==> config.mk <==
export PLATFORM = sky130hd
export DESIGN_NAME = serial_subtractor
export DESIGN_NICKNAME = d
export VERILOG_FILES = /design/src/rtl/serial_subtractor.sv
export SDC_FILE = /design/constraint.sdc
export NUM_CORES = 1
export LEC_CHECK = 0
export ABC_AREA = 0
export ABC_CLOCK_PERIOD_IN_PS = 4700
export BUFFER_PORTS_ARGS = -buffer_cell sky130_fd_sc_hd__buf_2
export CAP_MARGIN = 20
export CORE_MARGIN = 3
export CORE_UTILIZATION = 58
export CTS_CLUSTER_DIAMETER = 80
export DETAILED_ROUTE_END_ITERATION = 12
export MAX_ROUTING_LAYER = met4
export PLACE_DENSITY_LB_ADDON = 0.2
export SLEW_MARGIN = 25
export SYNTH_ARGS = -nofsm -noshare
export SYNTH_HDL_FRONTEND = slang
export SYNTH_SLANG_ARGS = --single-unit
==> constraint.sdc <==
create_clock -name clk -period 4.7 [get_ports clk]
set_input_delay 0.235 -clock clk [delete_from_list [all_inputs] [get_ports clk]]
set_output_delay 0.235 -clock clk [all_outputs]
set_load 0.03 [all_outputs]
==> src/rtl/serial_subtractor.sv <==
// serial_subtractor: bit-serial LSB-first WIDTH-bit subtractor a - b with a done strobe
module serial_subtractor #(
    parameter int WIDTH = 8
) (
    input  logic             clk,
    input  logic             rst_n,
    input  logic             start,
    input  logic [WIDTH-1:0] a,
    input  logic [WIDTH-1:0] b,
    output logic             busy,
    output logic             done,
    output logic [WIDTH-1:0] diff,
    output logic             borrow_out
);
    localparam int CW = $clog2(WIDTH);
    localparam logic [CW-1:0] LAST = CW'(WIDTH - 1);

    typedef enum logic [1:0] {IDLE, SHIFT, DONE} state_t;

    state_t           state, state_nxt;
    logic [WIDTH-1:0] sa, sb, res, sa_nxt, sb_nxt, res_nxt, diff_nxt;
    logic [CW-1:0]    cnt, cnt_nxt;
    logic             brw, brw_nxt, bo_nxt;
    logic             x, y, hd1, hb1, d, hb2, brw_new;

    // two chained half-subtractor cells; their borrows OR into the carried borrow
    assign x       = sa[0];
    assign y       = sb[0];
    assign hd1     = x ^ y;
    assign hb1     = ~x & y;
    assign d       = hd1 ^ brw;
    assign hb2     = ~hd1 & brw;
    assign brw_new = hb1 | hb2;

    // next-state and datapath update; everything holds unless the state acts on it
    always_comb begin
        state_nxt = state;
        sa_nxt    = sa;
        sb_nxt    = sb;
        res_nxt   = res;
        brw_nxt   = brw;
        cnt_nxt   = cnt;
        diff_nxt  = diff;
        bo_nxt    = borrow_out;
        case (state)
            IDLE: if (start) begin
                sa_nxt    = a;
                sb_nxt    = b;
                brw_nxt   = 1'b0;
                cnt_nxt   = '0;
                state_nxt = SHIFT;
            end
            SHIFT: begin
                res_nxt = {d, res[WIDTH-1:1]};
                sa_nxt  = sa >> 1;
                sb_nxt  = sb >> 1;
                brw_nxt = brw_new;
                cnt_nxt = cnt + 1'b1;
                if (cnt == LAST) begin
                    diff_nxt  = {d, res[WIDTH-1:1]};
                    bo_nxt    = brw_new;
                    cnt_nxt   = cnt;
                    state_nxt = DONE;
                end
            end
            DONE:    state_nxt = IDLE;
            default: state_nxt = IDLE;
        endcase
    end

    // state, datapath and registered status outputs
    always_ff @(posedge clk or negedge rst_n) begin
        if (!rst_n) begin
            state      <= IDLE;
            sa         <= '0;
            sb         <= '0;
            res        <= '0;
            brw        <= 1'b0;
            cnt        <= '0;
            diff       <= '0;
            borrow_out <= 1'b0;
            busy       <= 1'b0;
            done       <= 1'b0;
        end else begin
            state      <= state_nxt;
            sa         <= sa_nxt;
            sb         <= sb_nxt;
            res        <= res_nxt;
            brw        <= brw_nxt;
            cnt        <= cnt_nxt;
            diff       <= diff_nxt;
            borrow_out <= bo_nxt;
            busy       <= state_nxt != IDLE;
            done       <= state_nxt == DONE;
        end
    end
endmodule

Word level (Yosys, flattened, before mapping)
Index checks and enable logic that the tools add are counted.

storage, ports and cells
  output and inout bits = 11
  register bits = 41
  bits of input ports = 19
  word-level logic and storage cells = 41

operators by class
  reductions and logical operators = 6
  $add $sub $neg = 1
  eq/ne operators = 5
  bitwise logic cells = 7
  multiplexer cells = 12

operator list
  operator                                             count
  one-hot mux 8 bit (2 select lines)                   2
  two-way mux 8 bit                                    2
  two-way mux 3 bit                                    2
  one-hot mux 3 bit (2 select lines)                   1
  two-way mux 2 bit                                    2
  != test 2 bit, second input constant                 2
  one-hot mux 2 bit (2 select lines)                   1
  AND reduction 2 bit                                  2
  nonzero test 2 bit                                   2
  adder 3 x 1 -> 3 bit, second input constant          1
  equality test 3 bit, second input constant           1
  AND reduction 3 bit                                  1
  AND 1 bit                                            2
  equality test 2 x 1 -> 1 bit, second input constant  1
  equality test 2 bit, second input constant           1
  logical NOT 2 bit                                    1
  inverter 1 bit                                       2
  one-hot mux 1 bit (2 select lines)                   1
  bitwise XOR 1 bit                                    2
  two-way mux 1 bit                                    1
  OR 1 bit                                             1

Depth between registers and ports, before layout
  word-level depth = 5
  depth in mapped cells = 5
  mapped depth without buffers = 4

Worst setup path before layout
Ideal clock, no wire load.

  path kind = reg-to-reg
  start = register cnt[0]
  end = register diff[1]
  clock period less this slack = 1.603 ns
  buffers on the path = 1
  cell stages (with the launch flop) = 6
  setup time = 0.125 ns
  required time = 4.575 ns
  path slack = 3.097 ns
  data arrival time = 1.478 ns
  cell sequence = dfrtp_1 -> ha_1 -> ha_1 -> nand3b_1 -> buf_2 -> mux2_2

between the ends
  word-level cells in the longest chain between the ends = 2

ends and longest elaborated chain
  what                           line  RTL
  start: declaration             22    logic [CW-1:0] cnt, cnt_nxt;
  start signal: assignment       90    cnt <= cnt_nxt;
  equality test 3 bit            59    if (cnt == LAST) begin
  AND reduction 2 bit (no line)  --
  end signal: assignment         91    diff <= diff_nxt;
  end: declaration               12    output logic [WIDTH-1:0] diff,

Every way passes these cells.
A chain may end at the register's enable or synchronous reset.

Worst setup path in the final report
  start = register state[1]
  end = register res[5]

between the ends
  word-level cells in the longest chain between the ends = 1

ends and longest elaborated chain
  what                          line  RTL
  start: declaration            20    state_t state, state_nxt;
  start signal: assignment      85    state <= state_nxt;
  equality test 2 x 1 -> 1 bit  45    case (state)
  end signal: assignment        88    res <= res_nxt;
  end: declaration              21    logic [WIDTH-1:0] sa, sb, res, sa_nxt, sb_nxt, res_nxt, diff_nxt;

Every way passes these cells.

==> results_dict.tcl <==
set metrics [dict create \
    status "finished, violations left" \
    violations "negative hold slack" \
    netlist_top_cells_count "40 x dfrtp_1, 21 x inv_1, 14 x a222oi_1, 14 x nor2_1, 10 x mux2_2" \
    cp-start-kind "flop" \
    synth_seq_cells 40 \
    synth_fp_nets 160 \
    ys.flop_type "dfrtp_1" \
    floorplan.die_area_um2 3642 \
    io_buffers 29 \
    slew_headroom_pct 35.27 \
    max_freq_mhz 491.7 \
    gr-total-overflow 0 \
    peakVddDrop_v 0.0005403 \
    fp.coreArea_um2 2781 \
    grt_pass1_vias 1103 \
    antenna_found_initial 0 \
    fin_setup_tns_ns 0 \
    rr_startpoint "state[1]$_DFF_PN0_" \
    worstPathArrival_ns 2.27 \
    period_share_pct 43.27 \
    syn_inst 138 \
    fillers 210 \
    grt_max_degree 41 \
    start_util_pct 61.58 \
    routed_wl_um 3054 \
    cp.required_ns 4.94 \
    ios 30 \
    grt_usage_pct 19.56 \
    hpwl_um 2037 \
    synth_area_um2 1713 \
    cts-resized-gates 0 \
    cts_hold_buf 0 \
    row_count 19 \
    async_flop_share_pct 100.0 \
    hp-class "input pin to async pin" \
    rsz0062_at_grt "false" \
    htreeDepth 2 \
    layout.area.seq_um2 1001 \
    final_core_util_pct 68.92 \
    synth_top_area_share_pct 58.44 \
    multiInputGateArea_um2 580.6 \
    drc 0 \
    p_total_uw 1333 \
    yosys_warnings 0 \
    r2r_slack_ns 2.67 \
    maxSlewViolCount 0 \
    synthTopCellsByArea "dfrtp_1 58%, a222oi_1 8.2%, mux2_2 6.6%" \
    pre_cts_ws_ns 2.698 \
    cts-root-buf "clkbuf_4" \
    antenna_left 0 \
    layout-drive-gt1-share_pct 28.92 \
    cp-startpoint "state[1]$_DFF_PN0_" \
    final_hold_viol_count 29 \
    finalSetupViolCount 0 \
    cts_tree "done" \
    die_w_um 60.35 \
    diodes 0 \
    max-cap-violations 0 \
    yosysMostFrequentCell "dfrtp_1" \
    path_clk_slew_ns 0.11 \
    vias_per_cell 5.782 \
    routed-via-count 1139 \
    reg2reg_depth 2 \
    synth_edf_count 0 \
    numCtsBuffers 5 \
    grt_pass1_wl_um 4968 \
    yosysSeqAreaShare_pct 58.44 \
    synth_cell_types 26 \
    finClkSkew_ns 0.009714 \
    fin_hold_ws_ns -0.02181 \
    num-nets-final 188 \
    synth_largest_area_cell "dfrtp_1" \
    post_cts_buffers 0 \
    gp_congestion 0.8110 \
    drtIter0Drc 98 \
    wl_per_cell_um 15.50 \
    path_max_fanout 24 \
    leakage_uw 0.0009798 \
    p_per_area_nw_per_um2 695.3 \
    period_needed_ns 2.034 \
    reg2reg_to "res[5]$_DFFE_PN0P_" \
    insertion_delay_ns 0.35 \
    worst_slack_ns 2.666 \
    clockBufferDepth 2 \
    syn_to_final_growth_pct 11.91 \
    worst_pin_slew_ns 0.9689 \
    first_pass_iters 4 \
    die_h_um 60.35 \
    syn_avg_cell_area_um2 12.41 \
    cts.sinks 40 \
    endpoint_kind "flop" \
    crit_type "flop to flop" \
]
==> metrics by stage <==
step / cell area [µm²] / std cells
4_1_cts: 1917 / 197
3_5_place_dp: 1852 / 190
6_report: 1917 / 197
3_3_place_gp: 1852 / 190
2_1_floorplan: 1713 / 138
5_1_grt: 1917 / 197
==> layout by cell type, fill, tap and decap left out <==
cell       count
mux2i_1        2
fa_1           1
nand3b_1       1
buf_2         29
a21oi_1        1
a211o_1        3
clkbuf_4       5
nor4bb_1       2
o311ai_0       2
o21bai_1       1
a222oi_1      14
nand2_1        2
nor2b_1        1
ha_1           2
dfrtp_1       40
nand4bb_1      2
mux2_2        10
inv_1         21
mux2_1         4
clkbuf_8       2
nor4b_1        1
nor2_1        14
and3_1         3
nor2b_2        1
buf_4          1
a22o_1         1
==> kinds of logic (layout without fill, tap and decap cells) <==
logic type / after synthesis / in the layout / synth area share (%)
and+or+nand+nor: 27 / 27 / 8.912
DFF: 40 / 40 / 58.44
muxes: 16 / 16 / 10.37
buffers and inverters: 30 / 58 / 7.669
AOI/OAI and AO/OA: 22 / 22 / 11.98
adders and majority gates: 3 / 3 / 2.629
==> flip-flops by register name, summed over array words and instances (netlist names) <==
name,cells
done,1
res,7
sb,8
diff,8
sa,8
cnt,3
busy,1
brw,1
state,2
borrow_out,1
==> critical path: stages, from the launching register on <==
cell and delay [ns]:
dfrtp_1 0.65, nor2b_2 0.85, mux2_2 0.43
==> area by class of cell <==
| class | instances | area share [%] |
|---|---|---|
| Multi-Input combinational cell | 68 | 30.29 |
| Tap cell | 31 | 2.023 |
| Timing Repair Buffer | 30 | 7.963 |
| Inverter | 21 | 4.112 |
| Clock buffer | 7 | 3.394 |
| Sequential cell | 40 | 52.22 |
==> worst max path at each step <==
stage,to,slack (ns),cells after the start
2_1_floorplan,diff[1]$_DFFE_PN0P_,3.10,5
3_3_place_gp,res[1]$_DFFE_PN0P_,2.75,2
3_5_place_dp,res[5]$_DFFE_PN0P_,2.70,2
4_1_cts,res[5]$_DFFE_PN0P_,2.68,2
5_1_grt,res[5]$_DFFE_PN0P_,2.56,2
6_report,res[5]$_DFFE_PN0P_,2.67,2
==> where the power goes <==
part / internal (µW) / total (µW) / switching [µW]
clock network: 84.8 / 190 / 105
registers: 506 / 596 / 89.8
logic: 250 / 547 / 297
==> per-layer routing <==
layer | track usage, % | wire [µm]
met1 | 22.16 | 1379
met2 | 30.25 | 1429
met3 | 6.383 | 165
met4 | 11.39 | 79
met5 | - | 0
Note: power is estimated with default switching activity, not from simulation.
